`src/rtl/instruction_fetch_stage_pkg.sv`:
```
// Shared definitions for the instruction fetch stage: the bubble encoding,
// the FSM state codes, the default reset PC and the jump-target helper.
package instruction_fetch_stage_pkg;

  localparam logic [31:0] NOP_INSTR        = 32'h0000_0000;
  localparam logic [31:0] DEFAULT_RESET_PC = 32'h0040_0000;

  typedef logic [1:0] fetch_state_t;

  localparam fetch_state_t ST_IDLE  = 2'd0;
  localparam fetch_state_t ST_FETCH = 2'd1;
  localparam fetch_state_t ST_HOLD  = 2'd2;
  localparam fetch_state_t ST_DROP  = 2'd3;

  // j/jal keep the top nibble of the jump's own PC+4.
  function automatic logic [31:0] jump_target(input logic [31:0] pcplus4,
                                              input logic [25:0] index);
    return {pcplus4[31:28], index, 2'b00};
  endfunction

endpackage

```
`src/rtl/instruction_fetch_stage_pc_redirect_mux.sv`:
```
// Priority select of the redirect source (jr > jump > branch) and formation
// of the word-aligned target address.
module pc_redirect_mux
  import instruction_fetch_stage_pkg::*;
(
  input  logic        branch_taken,
  input  logic [31:0] branch_target,
  input  logic        jump,
  input  logic [25:0] jump_index,
  input  logic [31:0] id_pcplus4,
  input  logic        jr,
  input  logic [31:0] jr_target,
  output logic        redirect,
  output logic [31:0] redirect_pc
);

  logic [31:0] raw_target;

  always_comb begin
    raw_target = branch_target;
    if (jr) begin
      raw_target = jr_target;
    end else if (jump) begin
      raw_target = jump_target(id_pcplus4, jump_index);
    end
  end

  assign redirect    = jr | jump | branch_taken;
  assign redirect_pc = {raw_target[31:2], 2'b00};

endmodule

```
`src/rtl/instruction_fetch_stage.sv`:
```
// MIPS IF stage: owns the PC, talks to instruction memory over req/ready and
// drives the enable-less IF/ID register with words, held words or bubbles.
module instruction_fetch_stage
  import instruction_fetch_stage_pkg::*;
#(
  parameter logic [31:0] RESET_PC = DEFAULT_RESET_PC
) (
  input  logic        clk,
  input  logic        rst_n,
  input  logic        stall,
  input  logic        branch_taken,
  input  logic [31:0] branch_target,
  input  logic        jump,
  input  logic [25:0] jump_index,
  input  logic [31:0] id_pcplus4,
  input  logic        jr,
  input  logic [31:0] jr_target,
  output logic        imem_req,
  output logic [31:0] imem_addr,
  input  logic        imem_ready,
  input  logic [31:0] imem_rdata,
  output logic [31:0] if_instruction,
  output logic [31:0] if_pcplus4,
  output logic        if_valid,
  output logic [1:0]  dbg_state_o
);

  // Handshake: a read is pending while imem_req=1; it completes in the cycle
  // imem_ready=1 (rdata valid then). imem_req/imem_addr stay constant until then.

  fetch_state_t state_q, state_d;
  logic [31:0]  pc_q, pc_d;
  logic [31:0]  req_addr_q, req_addr_d;
  logic [31:0]  buf_instr_q, buf_instr_d;
  logic [31:0]  buf_pc4_q, buf_pc4_d;
  logic [31:0]  out_instr_q, out_instr_d;
  logic [31:0]  out_pc4_q, out_pc4_d;
  logic         out_valid_q, out_valid_d;

  logic         redirect;
  logic [31:0]  redirect_pc;
  logic [31:0]  seq_pc;

  pc_redirect_mux u_redirect (
    .branch_taken  (branch_taken),
    .branch_target (branch_target),
    .jump          (jump),
    .jump_index    (jump_index),
    .id_pcplus4    (id_pcplus4),
    .jr            (jr),
    .jr_target     (jr_target),
    .redirect      (redirect),
    .redirect_pc   (redirect_pc)
  );

  assign seq_pc = req_addr_q + 32'd4;

  always_comb begin
    state_d     = state_q;
    pc_d        = pc_q;
    req_addr_d  = req_addr_q;
    buf_instr_d = buf_instr_q;
    buf_pc4_d   = buf_pc4_q;
    out_instr_d = out_instr_q;
    out_pc4_d   = out_pc4_q;
    out_valid_d = out_valid_q;

    case (state_q)
      ST_IDLE: begin
        state_d    = ST_FETCH;
        req_addr_d = pc_q;
      end

      ST_FETCH: begin
        if (redirect) begin
          pc_d        = redirect_pc;
          out_instr_d = NOP_INSTR;
          out_pc4_d   = 32'd0;
          out_valid_d = 1'b0;
          if (imem_ready) begin
            req_addr_d = redirect_pc;
          end else begin
            state_d = ST_DROP;
          end
        end else if (stall) begin
          if (imem_ready) begin
            buf_instr_d = imem_rdata;
            buf_pc4_d   = seq_pc;
            pc_d        = seq_pc;
            state_d     = ST_HOLD;
          end
        end else if (imem_ready) begin
          out_instr_d = imem_rdata;
          out_pc4_d   = seq_pc;
          out_valid_d = 1'b1;
          pc_d        = seq_pc;
          req_addr_d  = seq_pc;
        end else begin
          out_instr_d = NOP_INSTR;
          out_pc4_d   = 32'd0;
          out_valid_d = 1'b0;
        end
      end

      ST_HOLD: begin
        if (redirect) begin
          pc_d        = redirect_pc;
          req_addr_d  = redirect_pc;
          out_instr_d = NOP_INSTR;
          out_pc4_d   = 32'd0;
          out_valid_d = 1'b0;
          state_d     = ST_FETCH;
        end else if (!stall) begin
          out_instr_d = buf_instr_q;
          out_pc4_d   = buf_pc4_q;
          out_valid_d = 1'b1;
          req_addr_d  = pc_q;
          state_d     = ST_FETCH;
        end
      end

      ST_DROP: begin
        // The abandoned read must still complete before the target is requested.
        out_instr_d = NOP_INSTR;
        out_pc4_d   = 32'd0;
        out_valid_d = 1'b0;
        if (redirect) begin
          pc_d = redirect_pc;
        end
        if (imem_ready) begin
          req_addr_d = redirect ? redirect_pc : pc_q;
          state_d    = ST_FETCH;
        end
      end

      default: state_d = ST_IDLE;
    endcase
  end

  always_ff @(posedge clk) begin
    if (!rst_n) begin
      state_q     <= ST_IDLE;
      pc_q        <= RESET_PC;
      req_addr_q  <= RESET_PC;
      buf_instr_q <= 32'd0;
      buf_pc4_q   <= 32'd0;
      out_instr_q <= NOP_INSTR;
      out_pc4_q   <= 32'd0;
      out_valid_q <= 1'b0;
    end else begin
      state_q     <= state_d;
      pc_q        <= pc_d;
      req_addr_q  <= req_addr_d;
      buf_instr_q <= buf_instr_d;
      buf_pc4_q   <= buf_pc4_d;
      out_instr_q <= out_instr_d;
      out_pc4_q   <= out_pc4_d;
      out_valid_q <= out_valid_d;
    end
  end

  assign imem_req       = (state_q == ST_FETCH) || (state_q == ST_DROP);
  assign imem_addr      = req_addr_q;
  assign if_instruction = out_instr_q;
  assign if_pcplus4     = out_pc4_q;
  assign if_valid       = out_valid_q;
  assign dbg_state_o    = state_q;

endmodule
```
`config.mk`:
```
export PLATFORM = sky130hd
export DESIGN_NAME = instruction_fetch_stage
export DESIGN_NICKNAME = d
export VERILOG_FILES = /design/src/rtl/instruction_fetch_stage_pkg.sv /design/src/rtl/instruction_fetch_stage_pc_redirect_mux.sv /design/src/rtl/instruction_fetch_stage.sv
export SDC_FILE = /design/constraint.sdc
export NUM_CORES = 1
export LEC_CHECK = 0
export ABC_AREA = 1
export CAP_MARGIN = 5
export CORE_ASPECT_RATIO = 0.75
export CORE_MARGIN = 3
export CORE_UTILIZATION = 50
export CTS_CLUSTER_DIAMETER = 80
export DETAILED_ROUTE_END_ITERATION = 8
export GPL_ROUTABILITY_DRIVEN = 0
export PLACE_DENSITY = 0.82
export SYNTH_ARGS = -nofsm -noshare
export SYNTH_HDL_FRONTEND = slang
export SYNTH_HIERARCHICAL = 1
export SYNTH_SLANG_ARGS = --single-unit
```
`constraint.sdc`:
```
create_clock -name clk -period 2.68 [get_ports clk]
set_clock_uncertainty 0.15 [all_clocks]
set_input_delay 0.536 -clock clk [delete_from_list [all_inputs] [get_ports clk]]
set_output_delay 0.536 -clock clk [all_outputs]
set_load 0.1 [all_outputs]
```
==> impl_table.tex <==
\begin{tabular}{lr}
\hline
Metric & Value \\
\hline
\multicolumn{2}{l}{\textbf{GRT}} \\
\quad Initial antenna violation count & 0 \\
\quad Number of global-route vias before repair & 10.2k \\
\quad Largest net degree at the start of global routing & between 70 and 80 \\
\quad Global-route wire length before repair & 49500 µm \\
\quad Aggregate global-route resource usage & 0.279 \\
\quad Total congestion overflow & 0 \\
\multicolumn{2}{l}{\textbf{Routing}} \\
\quad Average wire per standard cell & approximately 15 µm \\
\quad Drt first-iter violations & 1102 \\
\quad Mean number of vias per cell & $\sim$5.5 \\
\quad Vias & $\sim$11k \\
\quad Initial DRT Pass Iterations & 5 \\
\quad Final wirelength & about 31000 µm \\
\quad Remaining antenna violation count & 0 \\
\quad Number of remaining DRC errors & 0 \\
\multicolumn{2}{l}{\textbf{Pwr}} \\
\quad Power density over the cells & just over 600 nW/µm² \\
\quad Internal cell power & around 0.0051 W \\
\quad Part of the total power dissipated in the clock network & 0.327 \\
\quad Relative contribution of combinational cells to total power & 0.272 \\
\quad Switching power share of the total & 0.376 \\
\quad Total chip power & between 0.008 and 0.009 W \\
\quad Net switching power of the design & between 0.003 and 0.004 W \\
\quad Sequential share of power & 0.401 \\
\quad Peak supply drop & 0.396 mV \\
\quad Static Leakage & 6.00 nW \\
\multicolumn{2}{l}{\textbf{Setup path}} \\
\quad Crit path kind & flip-flop to flip-flop \\
\quad Critical path arrival & 2.67 ns \\
\quad Endpoint kind of the worst setup timing path & flip-flop \\
\quad Worst path required time & roughly 2.9 ns \\
\quad Category of the worst setup path launch point & flip-flop \\
\quad Largest fanout of any net on the critical path & 5 \\
\multicolumn{2}{l}{\textbf{Floorplan}} \\
\quad Area of the die & between 20000 and 25000 µm² \\
\quad Die Y & approximately 130 µm \\
\quad Number of standard-cell rows in the floorplan & between 40 and 50 \\
\quad Starting density of the core & 0.514 \\
\quad Area of the core & roughly 19000 µm² \\
\quad Top-level I/O count & about 260 \\
\quad X dimension of the die & roughly 170 µm \\
\multicolumn{2}{l}{\textbf{STA}} \\
\quad Post-layout minimum cycle time & approximately 2.5 ns \\
\quad Final number of max-transition violations & 0 \\
\quad F\_max & about 0.40 GHz \\
\quad Worst Setup Slack, final & $\sim$0.2 ns \\
\quad Hold violation total from the final report & 0 \\
\quad Final hold slack & around 0.33 ns \\
\quad Worst slew pin tran & 0.662 ns \\
\quad Share of the clock period used by the worst path after layout & 0.926 \\
\quad Total setup violations reported at the end of the flow & 0 \\
\quad Unrepaired setup endpoints after global routing & false \\
\quad Relative slew slack & 0.558 \\
\multicolumn{2}{l}{\textbf{Clock network}} \\
\quad CTS Sinks & 195 \\
\quad Clock tree from TritonCTS & built \\
\quad Setup bufs post-CTS & 0 \\
\quad TritonCTS Buffers & 17 \\
\quad CTS Buffer Depth & 2 \\
\quad Worst-skew pair later-pin latency & about 0.45 ns \\
\quad Count of H-tree levels built during CTS & 4 \\
\quad Cts-stage hold buffer count & 0 \\
\quad Cts repair resizes & 0 \\
\quad Root buffer cell & sky130\_fd\_sc\_hd\_\_clkbuf\_16 \\
\quad CTS clk-pin slew, worst paths & roughly 0.08 ns \\
\multicolumn{2}{l}{\textbf{Synth}} \\
\quad Mapped Cells & between 1.5k and 2k \\
\quad Sequential share of the synthesized area & 0.390 \\
\quad Yosys cell types & 36 \\
\quad Post-synth EDFFs & 0 \\
\quad Synthesis warning total & 6 \\
\quad Async set-or-reset flop fraction in the synthesized netlist & 0 \\
\quad Most used DFF post-synth & sky130\_fd\_sc\_hd\_\_dfxtp\_1 \\
\quad Post-Synthesis Mean Instance Area & roughly 6.4 µm² \\
\quad Register bit total from synthesis & between 150 and 200 \\
\quad Mapped cell area & approximately 10000 µm² \\
\multicolumn{2}{l}{\textbf{Placement}} \\
\quad Final HPWL from detailed placement & $\sim$22000 µm \\
\quad Placed instance area & 12400 µm² \\
\quad Dpl ws & -0.0222 ns \\
\quad Port Buffers & 228 \\
\multicolumn{2}{l}{\textbf{Cells and area}} \\
\quad FILL cells & 1706 \\
\quad Area growth from synthesis to final layout & 30.2\% \\
\quad Fraction of final layout cells sized beyond drive strength 1 & 0.112 \\
\quad Final cell area excluding filler cells & about 13000 µm² \\
\quad Multi-input gate area in the final layout & 4890 µm² \\
\quad Number of antenna diodes & 0 \\
\quad Post-layout net count & around 1.9k \\
\quad Sequential cell area in the final layout & 3900 µm² \\
\multicolumn{2}{l}{\textbf{Status}} \\
\quad Status & completed \\
\multicolumn{2}{l}{\textbf{Run}} \\
\quad Max cap viols & 0 \\
\multicolumn{2}{l}{\textbf{Min path}} \\
\quad Worst min-delay path class & flip-flop to flip-flop \\
\hline
\end{tabular}
[per-stage QoR]
stage	setup TNS (ns)	std cells	utilization
6_report	0	2017	0.669
5_1_grt	0	2017	0.669
4_1_cts	0	2017	0.669
3_5_place_dp	-0.0263	1985	0.638
3_3_place_gp	0	1985	0.638
2_1_floorplan	0	1563	-
[metal layers]
layer | share of wire | global-route usage | vias up
met5 | 0 | 0 | -
met4 | 0.022 | 0.0861 | 0
met3 | 0.088 | 0.0651 | 76
met2 | 0.47 | 0.460 | 504
met1 | 0.42 | 0.366 | 5101
li1 | - | - | 5401
[cell families (layout without fill, tap and decap cells)]
logic type / Yosys count / after routing / synth area share
and+or+nand+nor: 589 / 589 / 0.235
AOI/OAI and AO/OA: 449 / 449 / 0.238
buffers and inverters: 313 / 514 / 0.123
DFF: 195 / 195 / 0.390
xor gates and xnor gates: 13 / 13 / 0.0114
adders and majority gates: 1 / 1 / 0.00125
other: 1 / 2 / 0.000374
muxes: 1 / 1 / 0.00100
[cell usage in the layout, fill, tap and decap left out, drive strengths merged, types with 41 or more instances in the layout]
cell type / Yosys / routed
a31oi: 41 / 41
dfxtp: 195 / 195
a21oi: 170 / 170
nand2: 390 / 390
buf: 41 / 145
o21ai: 203 / 203
clkdlybuf4s50: 0 / 127
inv: 209 / 217
nor2: 127 / 127
nand3: 60 / 60
[power by group through the flow]
stage	clock network, W	registers, W	logic [W]
after global routing	0.00280	0.00328	0.00235
after detailed placement	0	0.00331	0.00219
after floorplan	0	0.00412	0.000707
final	0.00266	0.00326	0.00221
after CTS	0.00269	0.00325	0.00220
after global placement	0	0.00331	0.00216
[cell usage after synthesis, types with 5 or more instances]
| cell | n | area [µm²] |
|---|---|---|
| sky130_fd_sc_hd__inv_2 | 7 | 26.3 |
| sky130_fd_sc_hd__o21bai_1 | 5 | 37.5 |
| sky130_fd_sc_hd__buf_1 | 11 | 41.3 |
| sky130_fd_sc_hd__o21ai_0 | 191 | 956 |
| sky130_fd_sc_hd__buf_2 | 23 | 115 |
| sky130_fd_sc_hd__a31oi_1 | 41 | 257 |
| sky130_fd_sc_hd__nand2_1 | 388 | 1460 |
| sky130_fd_sc_hd__nor2_1 | 121 | 454 |
| sky130_fd_sc_hd__inv_1 | 202 | 758 |
| sky130_fd_sc_hd__o211ai_1 | 7 | 52.6 |
| sky130_fd_sc_hd__xor2_1 | 8 | 70.1 |
| sky130_fd_sc_hd__dfxtp_1 | 195 | 3900 |
| sky130_fd_sc_hd__a22oi_1 | 9 | 67.6 |
| sky130_fd_sc_hd__clkbuf_1 | 62 | 233 |
| sky130_fd_sc_hd__xnor2_1 | 5 | 43.8 |
| sky130_fd_sc_hd__a21oi_1 | 168 | 841 |
| sky130_fd_sc_hd__nand3_1 | 60 | 300 |
| sky130_fd_sc_hd__buf_4 | 6 | 45.0 |
| sky130_fd_sc_hd__and2_1 | 6 | 37.5 |
| sky130_fd_sc_hd__o21ai_1 | 12 | 60.1 |
| sky130_fd_sc_hd__o22ai_1 | 12 | 75.1 |
[flip-flops by register name (all words and copies together) (netlist names)]
register        flops
buf_pc4_q          32
imem_addr          32
if_valid            1
buf_instr_q        32
if_instruction     32
pc_q               32
if_pcplus4         32
dbg_state_o         2
[layout make-up]
class	count	share of cell area
multi-input cells	1055	0.375
flip-flops and latches	195	0.299
repair buffers	272	0.193
inverters	210	0.0604
clock buffers	18	0.0329
well taps	253	0.0243
clock inverters	14	0.0143
[worst paths after layout]
| kind | startpoint | endpoint | slack [ns] | cells after the start |
|---|---|---|---|---|
| max reg2reg | imem_addr[2]$_SDFFE_PN0P_ | pc_q[30]$_SDFFE_PN0P_ | 0.20 | 12 |
| min reg2reg | buf_instr_q[12]$_SDFFE_PN0P_ | if_instruction[12]$_SDFFE_PN0P_ | 0.33 | 2 |
| min | buf_instr_q[12]$_SDFFE_PN0P_ | if_instruction[12]$_SDFFE_PN0P_ | 0.33 | 2 |
| max | imem_addr[2]$_SDFFE_PN0P_ | pc_q[30]$_SDFFE_PN0P_ | 0.20 | 12 |
[worst max-delay path, stage by stage, from the launching register on]
cell and delay [ns]:
sky130_fd_sc_hd__dfxtp_1 0.37, sky130_fd_sc_hd__ha_1 0.24, sky130_fd_sc_hd__nand2_1 0.08, sky130_fd_sc_hd__nor2_1 0.19, sky130_fd_sc_hd__nand2_1 0.25, sky130_fd_sc_hd__nor2_1 0.42, sky130_fd_sc_hd__nand2_1 0.10, sky130_fd_sc_hd__nand2_1 0.06
sky130_fd_sc_hd__nand2_1 0.11, sky130_fd_sc_hd__nand2_1 0.12, sky130_fd_sc_hd__nand2_1 0.07, sky130_fd_sc_hd__o21ai_0 0.15, sky130_fd_sc_hd__inv_1 0.06
(Power assumes the default switching activity.)
